[config.mk]
export PLATFORM = sky130hd
export DESIGN_NAME = wb_regfile_flat
export DESIGN_NICKNAME = d
export VERILOG_FILES = /design/src/rtl/wb_regfile_pkg.sv /design/src/rtl/wb_regfile_if.sv /design/src/rtl/wb_regfile_regfile_2r1w.sv /design/src/rtl/wb_regfile.sv /design/src/flat_wrapper.sv
export SDC_FILE = /design/constraint.sdc
export NUM_CORES = 2
export LEC_CHECK = 0
export BUFFER_PORTS_ARGS = -buffer_cell sky130_fd_sc_hd__buf_2
export CAP_MARGIN = 40
export CELL_PAD_IN_SITES_DETAIL_PLACEMENT = 1
export CELL_PAD_IN_SITES_GLOBAL_PLACEMENT = 2
export CORE_MARGIN = 1
export CORE_UTILIZATION = 40
export CTS_CLUSTER_DIAMETER = 50
export DETAILED_ROUTE_END_ITERATION = 7
export MAX_ROUTING_LAYER = met4
export PLACE_DENSITY_LB_ADDON = 0.1
export REMOVE_ABC_BUFFERS = 1
export SLEW_MARGIN = 20
export SYNTH_ARGS = -nofsm -noshare
export SYNTH_HDL_FRONTEND = slang
export SYNTH_SLANG_ARGS = --single-unit
[constraint.sdc]
create_clock -name clk -period 43 [get_ports clk]
set_clock_uncertainty 0.2 [all_clocks]
set_input_delay 0 -clock clk [delete_from_list [all_inputs] [get_ports clk]]
set_output_delay 0 -clock clk [all_outputs]
set_load 0.01 [all_outputs]
[src/rtl/wb_regfile_pkg.sv]
// Shared CPU definitions for the writeback stage: widths, register indices and
// the writeback result-select encodings.
package wb_regfile_pkg;

    localparam int PC_BITS    = 32;
    localparam int REG_ADDR_W = 5;
    localparam int NUM_REGS   = 32;

    // mem_to_reg encodings; 2'b11 is reserved and behaves like ALU select
    localparam logic [1:0] WB_SEL_ALU = 2'b00;
    localparam logic [1:0] WB_SEL_MEM = 2'b01;
    localparam logic [1:0] WB_SEL_PC4 = 2'b10;

    localparam int REG_ZERO = 0;
    localparam int REG_RA   = 31;

endpackage

[src/rtl/wb_regfile_if.sv]
// MEM/WB-to-writeback bundle plus decode read ports and forwarding outputs.
interface wb_regfile_if #(
    parameter int DATA_W     = wb_regfile_pkg::PC_BITS,
    parameter int REG_ADDR_W = wb_regfile_pkg::REG_ADDR_W
);

    logic                  reg_write_wb;
    logic [1:0]            mem_to_reg_wb;
    logic [DATA_W-1:0]     alu_out_wb;
    logic [DATA_W-1:0]     read_data_wb;
    logic [DATA_W-1:0]     pc_plus_4wb;
    logic [REG_ADDR_W-1:0] write_reg_wb;
    logic                  valid_wb;
    logic [REG_ADDR_W-1:0] ra1;
    logic [REG_ADDR_W-1:0] ra2;

    logic [DATA_W-1:0]     rd1;
    logic [DATA_W-1:0]     rd2;
    logic [DATA_W-1:0]     result_wb;
    logic                  fwd_we_wb;
    logic [REG_ADDR_W-1:0] fwd_dst_wb;
    logic [31:0]           instret;

    modport master (
        output reg_write_wb, mem_to_reg_wb, alu_out_wb, read_data_wb, pc_plus_4wb,
               write_reg_wb, valid_wb, ra1, ra2,
        input  rd1, rd2, result_wb, fwd_we_wb, fwd_dst_wb, instret
    );

    modport slave (
        input  reg_write_wb, mem_to_reg_wb, alu_out_wb, read_data_wb, pc_plus_4wb,
               write_reg_wb, valid_wb, ra1, ra2,
        output rd1, rd2, result_wb, fwd_we_wb, fwd_dst_wb, instret
    );

endinterface

[src/rtl/wb_regfile_regfile_2r1w.sv]
// 2-read/1-write register file with hardwired-zero entry 0 and same-cycle
// write-through bypass on both read ports.
module regfile_2r1w #(
    parameter int DATA_W     = wb_regfile_pkg::PC_BITS,
    parameter int REG_ADDR_W = wb_regfile_pkg::REG_ADDR_W,
    parameter int NUM_REGS   = wb_regfile_pkg::NUM_REGS
) (
    input  logic                  clk,
    input  logic                  rst,
    input  logic                  we,
    input  logic [REG_ADDR_W-1:0] wa,
    input  logic [DATA_W-1:0]     wd,
    input  logic [REG_ADDR_W-1:0] ra1,
    input  logic [REG_ADDR_W-1:0] ra2,
    output logic [DATA_W-1:0]     rd1,
    output logic [DATA_W-1:0]     rd2
);

    import wb_regfile_pkg::*;

    localparam logic [REG_ADDR_W-1:0] ZERO_IDX = REG_ADDR_W'(REG_ZERO);

    logic [DATA_W-1:0] regs [NUM_REGS];

    // NOTE: the whole array is cleared on reset, so it is built from flops
    // rather than a RAM macro; a RAM cannot be reset in one cycle.
    always_ff @(posedge clk or posedge rst) begin
        if (rst) begin
            for (int i = 0; i < NUM_REGS; i++) begin
                regs[i] <= '0;
            end
        end else if (we && wa != ZERO_IDX) begin
            regs[wa] <= wd;
        end
    end

    // Index 0 wins over the bypass so $0 reads as zero even if a write targets it.
    always_comb begin
        rd1 = regs[ra1];
        if (ra1 == ZERO_IDX) begin
            rd1 = '0;
        end else if (we && ra1 == wa) begin
            rd1 = wd;
        end
    end

    always_comb begin
        rd2 = regs[ra2];
        if (ra2 == ZERO_IDX) begin
            rd2 = '0;
        end else if (we && ra2 == wa) begin
            rd2 = wd;
        end
    end

endmodule

[src/rtl/wb_regfile.sv]
// Writeback stage: selects the result, commits it to the register file,
// drives the forwarding outputs and counts retired instructions.
module wb_regfile #(
    parameter int DATA_W     = wb_regfile_pkg::PC_BITS,
    parameter int REG_ADDR_W = wb_regfile_pkg::REG_ADDR_W,
    parameter int NUM_REGS   = wb_regfile_pkg::NUM_REGS
) (
    input  logic          clk,
    input  logic          rst,
    wb_regfile_if.slave   bus
);

    import wb_regfile_pkg::*;

    localparam logic [REG_ADDR_W-1:0] ZERO_IDX = REG_ADDR_W'(REG_ZERO);

    logic [DATA_W-1:0] result;
    logic              we;
    logic [31:0]       instret_cnt;

    // NOTE: the default assignment ahead of the case keeps this purely
    // combinational for every select value, so no latch is inferred.
    always_comb begin
        result = bus.alu_out_wb;
        case (bus.mem_to_reg_wb)
            WB_SEL_MEM: result = bus.read_data_wb;
            WB_SEL_PC4: result = bus.pc_plus_4wb;
            default:    result = bus.alu_out_wb;
        endcase
    end

    // Bubbles and writes to $0 are invisible to both the file and the forwarding unit.
    assign we = bus.reg_write_wb & bus.valid_wb & (bus.write_reg_wb != ZERO_IDX);

    assign bus.result_wb  = result;
    assign bus.fwd_we_wb  = we;
    assign bus.fwd_dst_wb = we ? bus.write_reg_wb : ZERO_IDX;

    regfile_2r1w #(
        .DATA_W     (DATA_W),
        .REG_ADDR_W (REG_ADDR_W),
        .NUM_REGS   (NUM_REGS)
    ) u_rf (
        .clk (clk),
        .rst (rst),
        .we  (we),
        .wa  (bus.write_reg_wb),
        .wd  (result),
        .ra1 (bus.ra1),
        .ra2 (bus.ra2),
        .rd1 (bus.rd1),
        .rd2 (bus.rd2)
    );

    // NOTE: sequential state uses non-blocking assignments so every flop
    // samples pre-edge values regardless of process ordering.
    always_ff @(posedge clk or posedge rst) begin
        if (rst) begin
            instret_cnt <= '0;
        end else if (bus.valid_wb) begin
            instret_cnt <= instret_cnt + 32'd1;
        end
    end

    assign bus.instret = instret_cnt;

    a_fwd_dst_idle: assert property (@(posedge clk) !bus.fwd_we_wb |-> bus.fwd_dst_wb == ZERO_IDX);
    a_zero_read1:   assert property (@(posedge clk) bus.ra1 == ZERO_IDX |-> bus.rd1 == '0);
    a_zero_read2:   assert property (@(posedge clk) bus.ra2 == ZERO_IDX |-> bus.rd2 == '0);

endmodule

[src/flat_wrapper.sv]
// flat-port wrapper written by rule: the top's interface ports become plain ports
module wb_regfile_flat import wb_regfile_pkg::*;
#(
    parameter int DATA_W     = wb_regfile_pkg::PC_BITS,
    parameter int REG_ADDR_W = wb_regfile_pkg::REG_ADDR_W,
    parameter int NUM_REGS   = wb_regfile_pkg::NUM_REGS
)
  (clk, rst, bus_reg_write_wb, bus_mem_to_reg_wb, bus_alu_out_wb, bus_read_data_wb, bus_pc_plus_4wb, bus_write_reg_wb, bus_valid_wb, bus_ra1, bus_ra2, bus_rd1, bus_rd2, bus_result_wb, bus_fwd_we_wb, bus_fwd_dst_wb, bus_instret);
  wb_regfile_if #(.DATA_W(DATA_W), .REG_ADDR_W(REG_ADDR_W)) bus_i ();
  input  logic clk;
  input  logic rst;
  input wire logic [$bits(bus_i.reg_write_wb)-1:0] bus_reg_write_wb;
  input wire logic [$bits(bus_i.mem_to_reg_wb)-1:0] bus_mem_to_reg_wb;
  input wire logic [$bits(bus_i.alu_out_wb)-1:0] bus_alu_out_wb;
  input wire logic [$bits(bus_i.read_data_wb)-1:0] bus_read_data_wb;
  input wire logic [$bits(bus_i.pc_plus_4wb)-1:0] bus_pc_plus_4wb;
  input wire logic [$bits(bus_i.write_reg_wb)-1:0] bus_write_reg_wb;
  input wire logic [$bits(bus_i.valid_wb)-1:0] bus_valid_wb;
  input wire logic [$bits(bus_i.ra1)-1:0] bus_ra1;
  input wire logic [$bits(bus_i.ra2)-1:0] bus_ra2;
  output wire logic [$bits(bus_i.rd1)-1:0] bus_rd1;
  output wire logic [$bits(bus_i.rd2)-1:0] bus_rd2;
  output wire logic [$bits(bus_i.result_wb)-1:0] bus_result_wb;
  output wire logic [$bits(bus_i.fwd_we_wb)-1:0] bus_fwd_we_wb;
  output wire logic [$bits(bus_i.fwd_dst_wb)-1:0] bus_fwd_dst_wb;
  output wire logic [$bits(bus_i.instret)-1:0] bus_instret;
  assign bus_i.reg_write_wb = bus_reg_write_wb;
  assign bus_i.mem_to_reg_wb = bus_mem_to_reg_wb;
  assign bus_i.alu_out_wb = bus_alu_out_wb;
  assign bus_i.read_data_wb = bus_read_data_wb;
  assign bus_i.pc_plus_4wb = bus_pc_plus_4wb;
  assign bus_i.write_reg_wb = bus_write_reg_wb;
  assign bus_i.valid_wb = bus_valid_wb;
  assign bus_i.ra1 = bus_ra1;
  assign bus_i.ra2 = bus_ra2;
  assign bus_rd1 = bus_i.rd1;
  assign bus_rd2 = bus_i.rd2;
  assign bus_result_wb = bus_i.result_wb;
  assign bus_fwd_we_wb = bus_i.fwd_we_wb;
  assign bus_fwd_dst_wb = bus_i.fwd_dst_wb;
  assign bus_instret = bus_i.instret;
  wb_regfile #(.DATA_W(DATA_W), .REG_ADDR_W(REG_ADDR_W), .NUM_REGS(NUM_REGS)) u_core (.clk(clk), .rst(rst), .bus(bus_i));
endmodule
**After elaboration in Yosys (flattened, before gate mapping)**

Cells that the tools add are included.

- Flip-flop bits (word level): 1,056
- Bits in latches: 0
- Memory bits (writable): 0
- Bits in read-only memories: 0
- Input bits: 117
- Output and inout port bits: 134
- Logic and storage cells: 69
- Memories: 0

- $add $sub $neg: 1
- Multiply operators: 0
- Divide/modulo/power cells: 0
- Magnitude comparators: 4
- Eq/ne operators: 4
- Shifts and indexed selects: 0
- Multiplexer cells: 15
- Bitwise logic cells: 5
- Reduce and logical (&&, ||, !) cells: 7

Operators by type and width:

| operator | number |
|---|---|
| $bwmux W1024 | 1 |
| $bmux W32 S5 | 2 |
| $mux W32 | 9 |
| $demux W32 S5 | 1 |
| $pmux W32 S2 | 1 |
| $add A32 B1 Y32 const B | 1 |
| $ge A6 B6 Y1 const B | 3 |
| $not A5 Y6 | 3 |
| $eq A5 B5 Y1 | 2 |
| $logic_not A5 Y1 | 2 |
| $lt A6 B1 Y1 const B | 1 |
| $mux W5 | 1 |
| $reduce_bool A5 Y1 | 1 |
| $logic_and A1 B1 Y1 | 4 |
| $and A1 B1 Y1 | 2 |
| $eq A2 B1 Y1 const B | 1 |
| $eq A2 B2 Y1 const B | 1 |

**Longest topological paths before layout**

- Word-level depth: 6
- Mapped depth: 11

**Hierarchy**

Synthesis repeated with hierarchy kept, for this count alone.

- Cell total of the unflattened synthesis: 4,111
- Area total of the unflattened synthesis: 57,411.3 sq um

Modules (own cells, without submodules):

| module | times used | cells an instance | area each (sq um) | seq. area each (sq um) |
|---|---|---|---|---|
| regfile_2r1w | 1 | 3,859 | 55,253.0 | 25,624.6 |
| wb_regfile | 1 | 252 | 2,158.3 | 800.8 |

**Worst setup path before layout**

OpenSTA, ideal clock, no wires.

- Kind: reg-to-reg
- Start: register u_core.instret_cnt[2] (netlist: u_core.bus.instret[2])
- End: register u_core.instret_cnt[31] (netlist: u_core.bus.instret[31])
- Library setup time: 0.079 ns
- Arrival time: 1.727 ns
- Setup slack: 40.994 ns
- Cell stages (with the launch flop): 7
- Period minus slack after synthesis: 2.006 ns
- Cells stage by stage: dfrtp_1 nand4_1 nor4_4 nor4b_2 nand2b_1 nor3_1 xor2_1

- Cells in the longest elaborated chain, start to end: 1

RTL lines:

| element | RTL line | text |
|---|---|---|
| start: declaration | wb_regfile.sv:19 | `logic [31:0] instret_cnt;` |
| start signal: assignment | wb_regfile.sv:61 | `instret_cnt <= instret_cnt + 32'd1;` |
| $add A32 B1 Y32 | wb_regfile.sv:61 |  |

No other way between the ends.
A chain may end at the register's enable or synchronous reset.

**Worst setup path in the final report**

- Start: input port bus_ra2[0]
- End: output port bus_rd2[30]

- Cells in the longest elaborated chain, start to end: 6

RTL lines:

| element | RTL line | text |
|---|---|---|
| start: declaration | flat_wrapper.sv:20 | `input wire logic [$bits(bus_i.ra2)-1:0] bus_ra2;` |
| $not A5 Y6 (implied by the code) | wb_regfile_regfile_2r1w.sv:48 | `rd2 = regs[ra2];` |
| $bmux W32 S5 | wb_regfile_regfile_2r1w.sv:48 |  |
| $mux W32 (implied by the code) (2 in a row) | wb_regfile_regfile_2r1w.sv:48 |  |
| $mux W32 | wb_regfile_regfile_2r1w.sv:51 | `end else if (we && ra2 == wa) begin` |
| $mux W32 (*) | wb_regfile_regfile_2r1w.sv:49 | `if (ra2 == ZERO_IDX) begin` |
| end: declaration | flat_wrapper.sv:22 | `output wire logic [$bits(bus_i.rd2)-1:0] bus_rd2;` |

Mark *: on every way between the ends. The rest lies on a longest branch, timed or not. The select of a mux whose other input is x is not followed.

==> impl_metrics.py <==
metrics = {
    "clocking": {
        "cts_resized": 0,
        "root_buffer": "clkbuf_16",
        "cts_buffer_depth": 3,
        "cts_buffers": 150,
        "cts_sinks": 1056,
        "h-tree-depth": 4,
        "clkLatencyLatePin_ns": 0.78,
        "clkTransAtPathRegs_ns": 0.06,
        "cts_tree": "done",
    },
    "final_layout": {
        "finish.utilization_pct": 47.0,
        "drive_above_1_share_pct": 21.1,
        "diodes": 0,
        "final_cell_mix": "1,072 x nand2_1, 1,056 x dfrtp_1, 1,005 x o21ai_0, 375 x mux4_2, 358 x mux2i_1",
        "layout_commonest_cell": "nand2_1",
        "fin_nets": 5525,
        "fin_cells": 7401,
        "area_growth_pct": 16.6,
        "fillers": 14851,
    },
    "sta": {
        "min_period_over_period_pct": 12.0,
        "timing.final.ws_setup_ns": 37.84,
        "rsz0062_at_grt": "false",
        "maxSlewHeadroom_pct": 37.9,
        "finalHoldViolCount": 0,
        "finalSetupViolations": 0,
        "fin_setup_tns_ns": 0,
        "fin_crit_ns": 5.16,
        "worst_pin_slew_ns": 0.932,
        "clock.fmax_mhz": 194,
        "slew_violations": 0,
    },
    "detailed_routing": {
        "drtIter0Drc": 3332,
        "vias": 44463,
        "ant_nets": 0,
        "firstDrtPassIters": 5,
        "wl_um": 224000,
        "drc": 0,
        "dr_wl_met3_um": 9520,
        "viasPerCell": 6.01,
        "route.met2.wl_um": 108000,
        "highest_layer": "met4",
        "wl_met1_um": 99300,
        "wl_per_cell_um": 30.2,
    },
    "job": {
        "maxCapViolCount": 0,
    },
    "placement": {
        "gp_congestion": 0.806,
        "io_buffers": 250,
        "placed_cells": 7043,
        "dp_worst_setup_slack_ns": 37.78,
        "hpwl_um": 135000,
    },
    "floorplan": {
        "io_pins": 251,
        "fp.dieW_um": 377,
        "floorplan.initialDensity_pct": 40.3,
        "dieArea_mm2": 0.142,
        "die_h_um": 377,
        "coreArea_mm2": 0.139,
        "rows": 137,
    },
    "synth": {
        "synth_top_area_share_pct": 47.0,
        "postSynthCellCount": 5309,
        "ys.flop_type": "dfrtp_1",
        "yosysWarningCount": 0,
        "ys_seq_area_share_pct": 47.0,
        "async_reset_ff_share_pct": 100,
        "ys_ff_latch": 1056,
        "synth_top_area_cell": "dfrtp_1",
        "syn-cell-area_mm2": 0.0562,
        "synth.area.top_cells": "dfrtp_1 47%, mux4_2 15%, o21ai_0 9.0%, nand2_1 7.4%, mux2i_1 6.4%",
        "synth_edf_count": 0,
        "syn_area_per_cell_um2": 10.6,
        "synthDistinctLibCells": 66,
    },
    "outcome": {
        "status": "complete, no violations",
    },
    "power_and_ir_drop": {
        "leakagePower_nw": 29.0,
        "peakVddDrop_mv": 0.0332,
        "pwr_density_cell_mw_per_mm2": 45.1,
        "finalPower_mw": 2.95,
    },
    "worst_setup_path": {
        "start_kind": "primary input",
        "crit_arrival_ns": 4.96,
        "required_ns": 42.80,
        "cp_max_fo": 54,
        "crit_type": "primary input to output port",
        "crit_path_end_kind": "output port",
    },
    "global_route": {
        "grt_max_degree": 133,
        "first_global_vias": 45867,
        "grt.total_usage_pct": 32.8,
        "overflow": 0,
        "grt_pass1_wl_um": 329000,
        "antenna_found_initial": 2,
    },
    "hold_path": {
        "min_path_type": "primary input to flip-flop",
    },
}
-- registers in the layout, indices dropped and copies added, names as in the netlist --
signal	count
u_core.bus.instret	32
u_core.u_rf.regs	1024
-- cell families after synthesis --
logic type      after synthesis  synth area share (%)
flops                      1056                  47.0
compound gates             1516                  15.4
fa+ha+maj                     3                0.0668
mux                         739                  21.5
simple gates               1345                  9.76
xor+xnor                     41                 0.639
buf+inv                     609                  5.60
-- worst max-delay path, stage by stage --
cell      delay [ns]
buf_8           0.43
buf_4           0.77
buf_4           0.63
buf_4           0.63
buf_4           0.68
mux4_2          0.59
o31ai_1         0.25
a21oi_1         0.07
nor3_1          0.44
a211oi_2        0.15
buf_2           0.19
-- area by class of cell --
type / instances / area [um^2] / area share, %
Multi-Input combinational cell: 3644 / 27100 / 41.3
Clock inverter: 71 / 947 / 1.45
Tap cell: 1876 / 2350 / 3.58
Inverter: 45 / 176 / 0.269
Timing Repair Buffer: 508 / 4250 / 6.48
Clock buffer: 201 / 4300 / 6.57
Sequential cell: 1056 / 26400 / 40.3
-- power by group --
group          leakage [nW]  switching, mW  internal [mW]
combinational          12.1          0.258          0.195
clock                  2.54          0.497          0.809
sequential             14.3         0.0896           1.10
-- synthesized netlist by cell type, types with 11 or more instances --
cell,count
mux2i_1,358
xnor2_1,27
buf_8,13
o22ai_1,11
o211ai_1,15
o21ai_0,1005
dfrtp_1,1056
buf_6,29
nand3_1,37
nor2b_1,26
and3_1,15
a221oi_1,70
nor3_1,40
nand4_1,11
a221o_1,24
a22oi_1,82
buf_1,11
xor2_1,14
o21ai_1,41
inv_1,43
buf_12,20
a211oi_1,69
nand2_1,1103
nor2_1,66
mux4_2,375
clkbuf_1,402
a21oi_1,144
o31ai_1,14
buf_4,25
buf_2,64
-- layer usage --
layer / vias to the layer above / track usage (%)
met3: 329 / 3.77
met1: 23527 / 43.9
met5: - / -
met2: 1175 / 52.5
li1: 19432 / -
met4: 0 / 9.62
-- stage by stage --
stage                     instance area [um^2]  hold WS, ns
after floorplan                          53200       -0.109
after global placement                   58300       0.0609
after global routing                     65500       0.0798
final                                    65500       0.0143
after CTS                                65300      0.00910
after detailed placement                 59300       -0.229
-- repair_timing --
item	in CTS	in global routing
hold endpoints to repair	1282	0
endpoints found under the setup margin	0	0
hold buffers	79	0
setup buffers	0	0
-- final timing paths --
kind	start	endpoint	slack, ns	cells past startpoint
worst max-delay path	bus_ra2[0]	bus_rd2[30]	37.84	11
worst min-delay path	bus_read_data_wb[29]	u_core.u_rf.regs[637]	0.01	6
worst max register to register	u_core.bus.instret[2]	u_core.bus.instret[31]	40.31	6
worst min register to register	u_core.u_rf.regs[1009]	u_core.u_rf.regs[1009]	0.20	0
max in group asynchronous	rst	u_core.u_rf.regs[17]	39.60	9
min in group asynchronous	rst	u_core.u_rf.regs[214]	0.12	4
Power figures use the tool's default switching activity.
